File: config.mk
export PLATFORM = sky130hd
export DESIGN_NAME = teamd_result_buffer
export DESIGN_NICKNAME = d
export VERILOG_FILES = /design/src/rtl/teamd_pkg.sv /design/src/rtl/teamd_sat_counter.sv /design/src/rtl/teamd_result_buffer.sv
export SDC_FILE = /design/constraint.sdc
export NUM_CORES = 1
export LEC_CHECK = 0
export BUFFER_PORTS_ARGS = -buffer_cell sky130_fd_sc_hd__buf_4
export CORE_ASPECT_RATIO = 1.4
export CORE_UTILIZATION = 54
export CTS_CLUSTER_DIAMETER = 80
export CTS_CLUSTER_SIZE = 28
export DETAILED_ROUTE_END_ITERATION = 8
export PLACE_DENSITY = 0.81
export SYNTH_ARGS = -nofsm -noshare
export SYNTH_HDL_FRONTEND = slang
export SYNTH_HIERARCHICAL = 1
export SYNTH_SLANG_ARGS = --single-unit
File: constraint.sdc
create_clock -name Clock -period 2 [get_ports Clock]
set_clock_uncertainty 0.2 [all_clocks]
set_input_delay 0.2 -clock Clock [delete_from_list [all_inputs] [get_ports Clock]]
set_output_delay 0.2 -clock Clock [all_outputs]
set_load 0.005 [all_outputs]
File: src/rtl/teamd_pkg.sv
// Shared constants and types for the TEAMD result path.
package teamd_pkg;

  localparam int unsigned TEAMD_WORD_W    = 5;
  localparam int unsigned TEAMD_CARRY_BIT = 1;
  localparam int unsigned TEAMD_DEPTH_DEF = 2;
  localparam int unsigned TEAMD_CNT_W_DEF = 4;

  typedef logic [TEAMD_WORD_W-1:0] teamd_word_t;

endpackage : teamd_pkg

File: src/rtl/teamd_sat_counter.sv
// Increment-enable counter that holds at all-ones instead of wrapping.
module teamd_sat_counter #(
  parameter int unsigned W = 4
) (
  input  logic         clk,
  input  logic         rst,
  input  logic         en,
  output logic [W-1:0] count
);

  // Count enabled events, sticking at the maximum value.
  always_ff @(posedge clk) begin
    if (rst) begin
      count <= '0;
    end else if (en && (count != '1)) begin
      count <= count + W'(1);
    end
  end

endmodule : teamd_sat_counter

File: src/rtl/teamd_result_buffer.sv
// Registered FIFO stage behind TEAMD_DESIGN with VALID/ACK handshake,
// sticky overflow flag and saturating carry-event counter.
module teamd_result_buffer
  import teamd_pkg::*;
#(
  parameter int unsigned DEPTH = TEAMD_DEPTH_DEF,
  parameter int unsigned CNT_W = TEAMD_CNT_W_DEF
) (
  input  logic             Clock,
  input  logic             Reset,
  input  logic             D0,
  input  logic             D1,
  input  logic             D2,
  input  logic             D3,
  input  logic             D4,
  input  logic             LOAD,
  input  logic             ACK,
  output logic             R0,
  output logic             R1,
  output logic             R2,
  output logic             R3,
  output logic             R4,
  output logic             VALID,
  output logic             FULL,
  output logic             DROP,
  output logic [CNT_W-1:0] CARRYCNT
);

  localparam int unsigned PTR_W = $clog2(DEPTH);
  localparam int unsigned OCC_W = PTR_W + 1;

  teamd_word_t      mem_q [DEPTH];
  logic [PTR_W-1:0] wr_ptr_q, rd_ptr_q, wr_ptr_n, rd_ptr_n;
  logic [OCC_W-1:0] occ_q, occ_n;
  logic             valid_q, full_q, drop_q;
  teamd_word_t      r_q, head_n, d_word;
  logic             push, pop, drop_evt;

  // Decode push/pop/overflow and compute next occupancy, pointers and head word.
  always_comb begin
    d_word   = {D4, D3, D2, D1, D0};
    push     = LOAD && (!full_q || ACK);
    pop      = ACK && valid_q;
    drop_evt = LOAD && full_q && !ACK;

    occ_n    = occ_q;
    wr_ptr_n = wr_ptr_q;
    rd_ptr_n = rd_ptr_q;
    head_n   = '0;

    if (push && !pop) begin
      occ_n = occ_q + OCC_W'(1);
    end else if (pop && !push) begin
      occ_n = occ_q - OCC_W'(1);
    end
    if (push) wr_ptr_n = wr_ptr_q + PTR_W'(1);
    if (pop)  rd_ptr_n = rd_ptr_q + PTR_W'(1);

    // Word written this cycle becomes the head when it lands at the new read pointer.
    if (occ_n != '0) begin
      if (push && (wr_ptr_q == rd_ptr_n)) begin
        head_n = d_word;
      end else begin
        head_n = mem_q[rd_ptr_n];
      end
    end
  end

  // FIFO storage.
  always_ff @(posedge Clock) begin
    if (Reset) begin
      for (int i = 0; i < int'(DEPTH); i++) mem_q[i] <= '0;
    end else if (push) begin
      mem_q[wr_ptr_q] <= d_word;
    end
  end

  // Pointers, occupancy and registered status/head outputs.
  always_ff @(posedge Clock) begin
    if (Reset) begin
      wr_ptr_q <= '0;
      rd_ptr_q <= '0;
      occ_q    <= '0;
      valid_q  <= 1'b0;
      full_q   <= 1'b0;
      drop_q   <= 1'b0;
      r_q      <= '0;
    end else begin
      wr_ptr_q <= wr_ptr_n;
      rd_ptr_q <= rd_ptr_n;
      occ_q    <= occ_n;
      valid_q  <= (occ_n != '0);
      full_q   <= (occ_n == OCC_W'(DEPTH));
      drop_q   <= drop_q | drop_evt;
      r_q      <= head_n;
    end
  end

  teamd_sat_counter #(
    .W (CNT_W)
  ) u_carry_cnt (
    .clk   (Clock),
    .rst   (Reset),
    .en    (push && d_word[TEAMD_CARRY_BIT]),
    .count (CARRYCNT)
  );

  assign {R4, R3, R2, R1, R0} = r_q;
  assign VALID = valid_q;
  assign FULL  = full_q;
  assign DROP  = drop_q;

endmodule : teamd_result_buffer

## Word-level counts from Yosys, hierarchy flattened

Memory sizes are Yosys's and may differ from the RTL's. A register that Yosys moved wholly into a read port is not among the register bits.
Cells that the tools add are included.

- Muxes and demuxes: 11
- Bitwise gates (word level): 2
- Eq/ne operators: 2
- Add/subtract/negate cells: 5
- Reduce and logical (&&, ||, !) cells: 16

Operators by type and width:

| cell | count |
|---|---|
| 1-bit logical AND | 8 |
| 1-bit two-way mux | 8 |
| 5-bit two-way mux | 1 |
| 5-bit OR reduction | 1 |
| 4-bit by 1-bit adder with 4-bit output (second input constant) | 1 |
| 1-bit logical NOT | 4 |
| 2-bit two-way mux | 2 |
| 4-bit inequality test (second input constant) | 1 |
| 1-bit adder (second input constant) | 2 |
| 2-bit by 1-bit adder with 2-bit output (second input constant) | 1 |
| 2-bit equality test (second input constant) | 1 |
| 2-bit nonzero test | 1 |
| 2-bit OR reduction | 1 |
| 2-bit by 1-bit subtractor with 2-bit output (second input constant) | 1 |
| 1-bit logical OR | 1 |
| 1-bit inverter | 1 |
| 1-bit bitwise OR | 1 |

- Bits in writable memories: 10
- Bits in registers: 11
- Memories kept: 1
- Input bits: 9

Memories:

| name | depth | bits a word | rd ports | clocked after Yosys merged registers in | write ports | line | source |
|---|---|---|---|---|---|---|---|
| mem_q | 2 | 5 | 1 | 1 | 2 | teamd_result_buffer.sv:32 | `teamd_word_t mem_q [DEPTH];` |

## Longest topological paths before layout

- Depth in word-level cells: 10
- Gate-level depth with buffers: 6

## Modules after synthesis

Netlist, hierarchy kept.

Modules (own cells, without submodules):

| module | instances | cells each | sequential area each (um^2) | area an instance (um^2) |
|---|---|---|---|---|
| teamd_result_buffer | 1 | 88 | 540.5 | 1032.2 |
| teamd_sat_counter | 1 | 20 | 80.1 | 209.0 |

## Least setup slack after synthesis

No wires, ideal clock.

- Path kind: register -> register
- Start: register full_q (netlist: FULL)
- End: memory mem_q[1][0] (netlist bit) (enable)
- Path slack: 0.399 ns
- Data arrival time: 1.053 ns
- Buffers on the path: 1
- Data required time: 1.451 ns
- Clock period less this slack: 1.601 ns
- Stages on the path, launching flop included: 5
- Cells stage by stage: dfxtp_1 -> nand2b_1 -> buf_2 -> nand3b_1 -> o21bai_1

RTL lines:

| what | line | source |
|---|---|---|
| start, declared | teamd_result_buffer.sv:35 | `logic valid_q, full_q, drop_q;` |
| start signal, assigned | teamd_result_buffer.sv:93 | `full_q <= (occ_n == OCC_W'(DEPTH));` |
| end, declared | teamd_result_buffer.sv:32 |  |

==> flow_summary_export.csv <==
group,metric,value,unit
clocking,cts_max_path_buffers,2,
grt,grt_pass1_vias,843,
timing,rsz0062_at_grt,"false",
worst_setup_path,rr_worst_depth,4,
placement,portBuffers,20,
placement,place_area,0.00139,mm²
timing,period_minus_slack,1.76,ns
clocking,cts_tree,"yes",
grt,grt-ovfl-total,0,
detailed_routing,drtPass1Iterations,4,
yosys,syn_nets,118,
timing,setup_ws,0.245,ns
pwr,p_leak,0.644,nW
die,start_util,0.570,
finish,layout_commonest_cell,"buf_4",
worst_setup_path,crit_family,"buffers and inverters",
finish,layout_common_cells,"buf_4, dfxtp_1, edfxtp_1",
finish,n_fill_cell,173,
detailed_routing,drcViolationCount,0,
worst_hold_path,min_to,"FULL$_SDFF_PP0_",
outcome,status,"complete, no violations",
worst_setup_path,r2r-start,"wr_ptr_q$_SDFFE_PP0N_",
pwr,p_int,0.804,mW
pwr,seqPwrFrac,0.572,
timing,relSlewSlack,0.687,
clocking,clk_latency,0.32,ns
timing,tns,0,ns
worst_setup_path,crit_fanout,17,
job,maxCapViolations,0,
timing,drv_slew,0,
detailed_routing,viasPerCell,5.50,
pwr,powerDensity,738,mW/mm²
timing,final.period_utilization,0.878,
pwr,p_sw,0.299,mW
die,core_region_area,0.00218,mm²
grt,grt_usage,0.200,
yosys,syn_area,0.00124,mm²
finish,nets,146,
timing,fmax,570,MHz
yosys,postSynthAreaPerCell,11.5,µm²
timing,worst-slew-pin-transition,0.467,ns
die,rows,20,
finish,syn_to_final_growth,20.4,%
pwr,power_switching_share,0.271,
yosys,synth-seq-area-share,0.500,
worst_hold_path,min_path_type,"in -> reg",
clocking,cts_buffers,3,
yosys,syn-instance-count,108,
grt,grt_pass1_wl,3740,µm
worst_setup_path,crit_path_top_delay_cell,"dlygate4sd3_1",
pwr,ir_drop,451,µV
worst_setup_path,reg2reg_to,"r_q[2]$_SDFF_PP0_",
detailed_routing,antenna_left,0,
die,dieWidth,42.5,µm
detailed_routing,routedWlPerCell,14.2,µm
placement,hpwl,1650,µm
finish,diodes,0,
pwr,pwr-share-comb,0.225,
die,dieHeight,58.7,µm
worst_setup_path,worst-endpoint-required,1.82,ns
die,pin_count,21,
grt,grt_max_degree,18,
worst_setup_path,cp_num_buf_inv,2,
worst_setup_path,slowest_delay,0.53,ns
clocking,cts-htree-levels,1,
clocking,clk_pin_slew_worst_paths,0.13,ns
worst_setup_path,crit_chain,"dlygate4sd3_1 > buf_4 > nand3b_1 > o21bai_2",
finish,layout-drive-gt1-share,0.333,
worst_setup_path,start_kind,"input port",
detailed_routing,initialDrtViolationCount,17,
timing,hold_violations,0,
worst_setup_path,rrSetupSlack,0.29,ns
placement,place_ws,0.191,ns
yosys,yosys_warnings,6,
detailed_routing,wl,2220,µm
finish,fin_util,0.686,
yosys,ys_seq_elements,26,
worst_setup_path,critPathKind,"in -> reg",
yosys,synth_area_leader_cell,"dfxtp_1",
clocking,cts.sinks,26,
pwr,clkPwrFrac,0.203,
worst_setup_path,arrival,1.57,ns
yosys,synth_area_leaders,"dfxtp_1, edfxtp_1, a211oi_2, mux2i_1, and3_2",
detailed_routing,num_vias,864,
clocking,root_buffer,"clkbuf_4",
worst_hold_path,hold_start,"ACK",
yosys,synth_top_area_share,0.258,
die,dieArea,0.00250,mm²
grt,antenna_found_initial,0,
timing,finalSetupViolCount,0,
yosys,synthDistinctLibCells,43,
placement,finalWeightedCongestion,0.685,
worst_hold_path,min_delay_path_depth,5,
worst_setup_path,crit_path_end_kind,"register",
finish,fin_area,0.00149,mm²
-- kinds of logic (layout without fill, tap and decap cells) --
family / Yosys count / after routing / share of synthesized area
compound gates: 17 / 17 / 0.120
mux: 7 / 7 / 0.0605
flops: 26 / 26 / 0.500
fa+ha+maj: 1 / 1 / 0.0101
buf+inv: 7 / 34 / 0.0292
xor+xnor: 5 / 5 / 0.0534
simple gates: 45 / 45 / 0.227
-- worst min-delay path, delay by kind of cell --
| family | cells | cell delay [ns] |
|---|---|---|
| and+or+nand+nor | 4 | 0.37 |
| buffers and inverters | 1 | 0.09 |
-- cell usage after synthesis (all sizes together) --
cell type and n:
nand2 2, nand4 1, buf 3, nor2 8, a41oi 1, nand3 2
mux2i 6, a211oi 5, a21oi 4, xnor2 3, and2 6, inv 3
o21ba 1, or2 2, o21bai 2, and3 8, nor2b 2, and4b 1
nor4 1, clkbuf 1, or3 1, a32oi 1, ha 1, nand2b 4
xnor3 1, xor2 1, edfxtp 10, a2111o 1, mux2 1, dfxtp 16
a21boi 1, nand3b 1, nor3 6, o21ai 1
-- power by group through the flow --
| stage | logic [mW] | clock network (mW) | registers (mW) |
|---|---|---|---|
| after floorplan | 0.165 | 0 | 0.638 |
| after global placement | 0.234 | 0 | 0.640 |
| after detailed placement | 0.238 | 0 | 0.643 |
| after CTS | 0.249 | 0.229 | 0.631 |
| after global routing | 0.274 | 0.251 | 0.637 |
| final | 0.248 | 0.224 | 0.630 |
-- timing repair --
item | in CTS | in global routing
buffers inserted | 0 | 0
setup endpoints to repair | 0 | 5
hold endpoints to repair | 12 | 0
gates resized for setup | 0 | 1
hold buffers | 7 | 0
-- stage by stage --
stage | total power [mW] | hold WS (ns) | cells
after global placement | 0.874 | 0.260 | 146
after detailed placement | 0.880 | 0.271 | 146
after global routing | 1.16 | 0.251 | 157
after floorplan | 0.803 | 0.0691 | 108
after CTS | 1.11 | 0.182 | 157
final | 1.10 | 0.183 | 157
-- worst max path at each step --
stage,cells after the start,slack [ns],end,from
CTS,4,0.11,mem_q[1][4]$_SDFFCE_PN0P_,Reset
finish,4,0.24,mem_q[1][4]$_SDFFCE_PN0P_,Reset
detailed placement,4,0.19,mem_q[1][0]$_SDFFCE_PN0P_,ACK
global placement,4,0.29,mem_q[1][0]$_SDFFCE_PN0P_,ACK
floorplan,4,0.40,mem_q[1][0]$_SDFFCE_PN0P_,FULL$_SDFF_PP0_
global route,5,0.13,r_q[2]$_SDFF_PP0_,Reset
-- registers in the layout, indices dropped and copies added, names as in the netlist --
register / flops
mem_q: 10
r_q: 5
u_carry_cnt/count: 4
occ_q: 2
DROP: 1
FULL: 1
VALID: 1
rd_ptr_q: 1
wr_ptr_q: 1
-- area by class of cell --
cell class                      instances  area, µm²  area share
Clock buffer                            3       22.5      0.0151
Clock inverter                          1       3.75     0.00251
Inverter                                3       11.3     0.00754
Multi-Input combinational cell         75        588       0.394
Sequential cell                        26        621       0.415
Tap cell                               22       27.5      0.0184
Timing Repair Buffer                   27        220       0.147
-- layer usage --
layer / global-route usage / part of all wire
met4: 0.0938 / 0.013
met3: 0.0184 / 0.023
met2: 0.356 / 0.55
met1: 0.243 / 0.41
met5: 0 / 0
(Power assumes the default switching activity.)
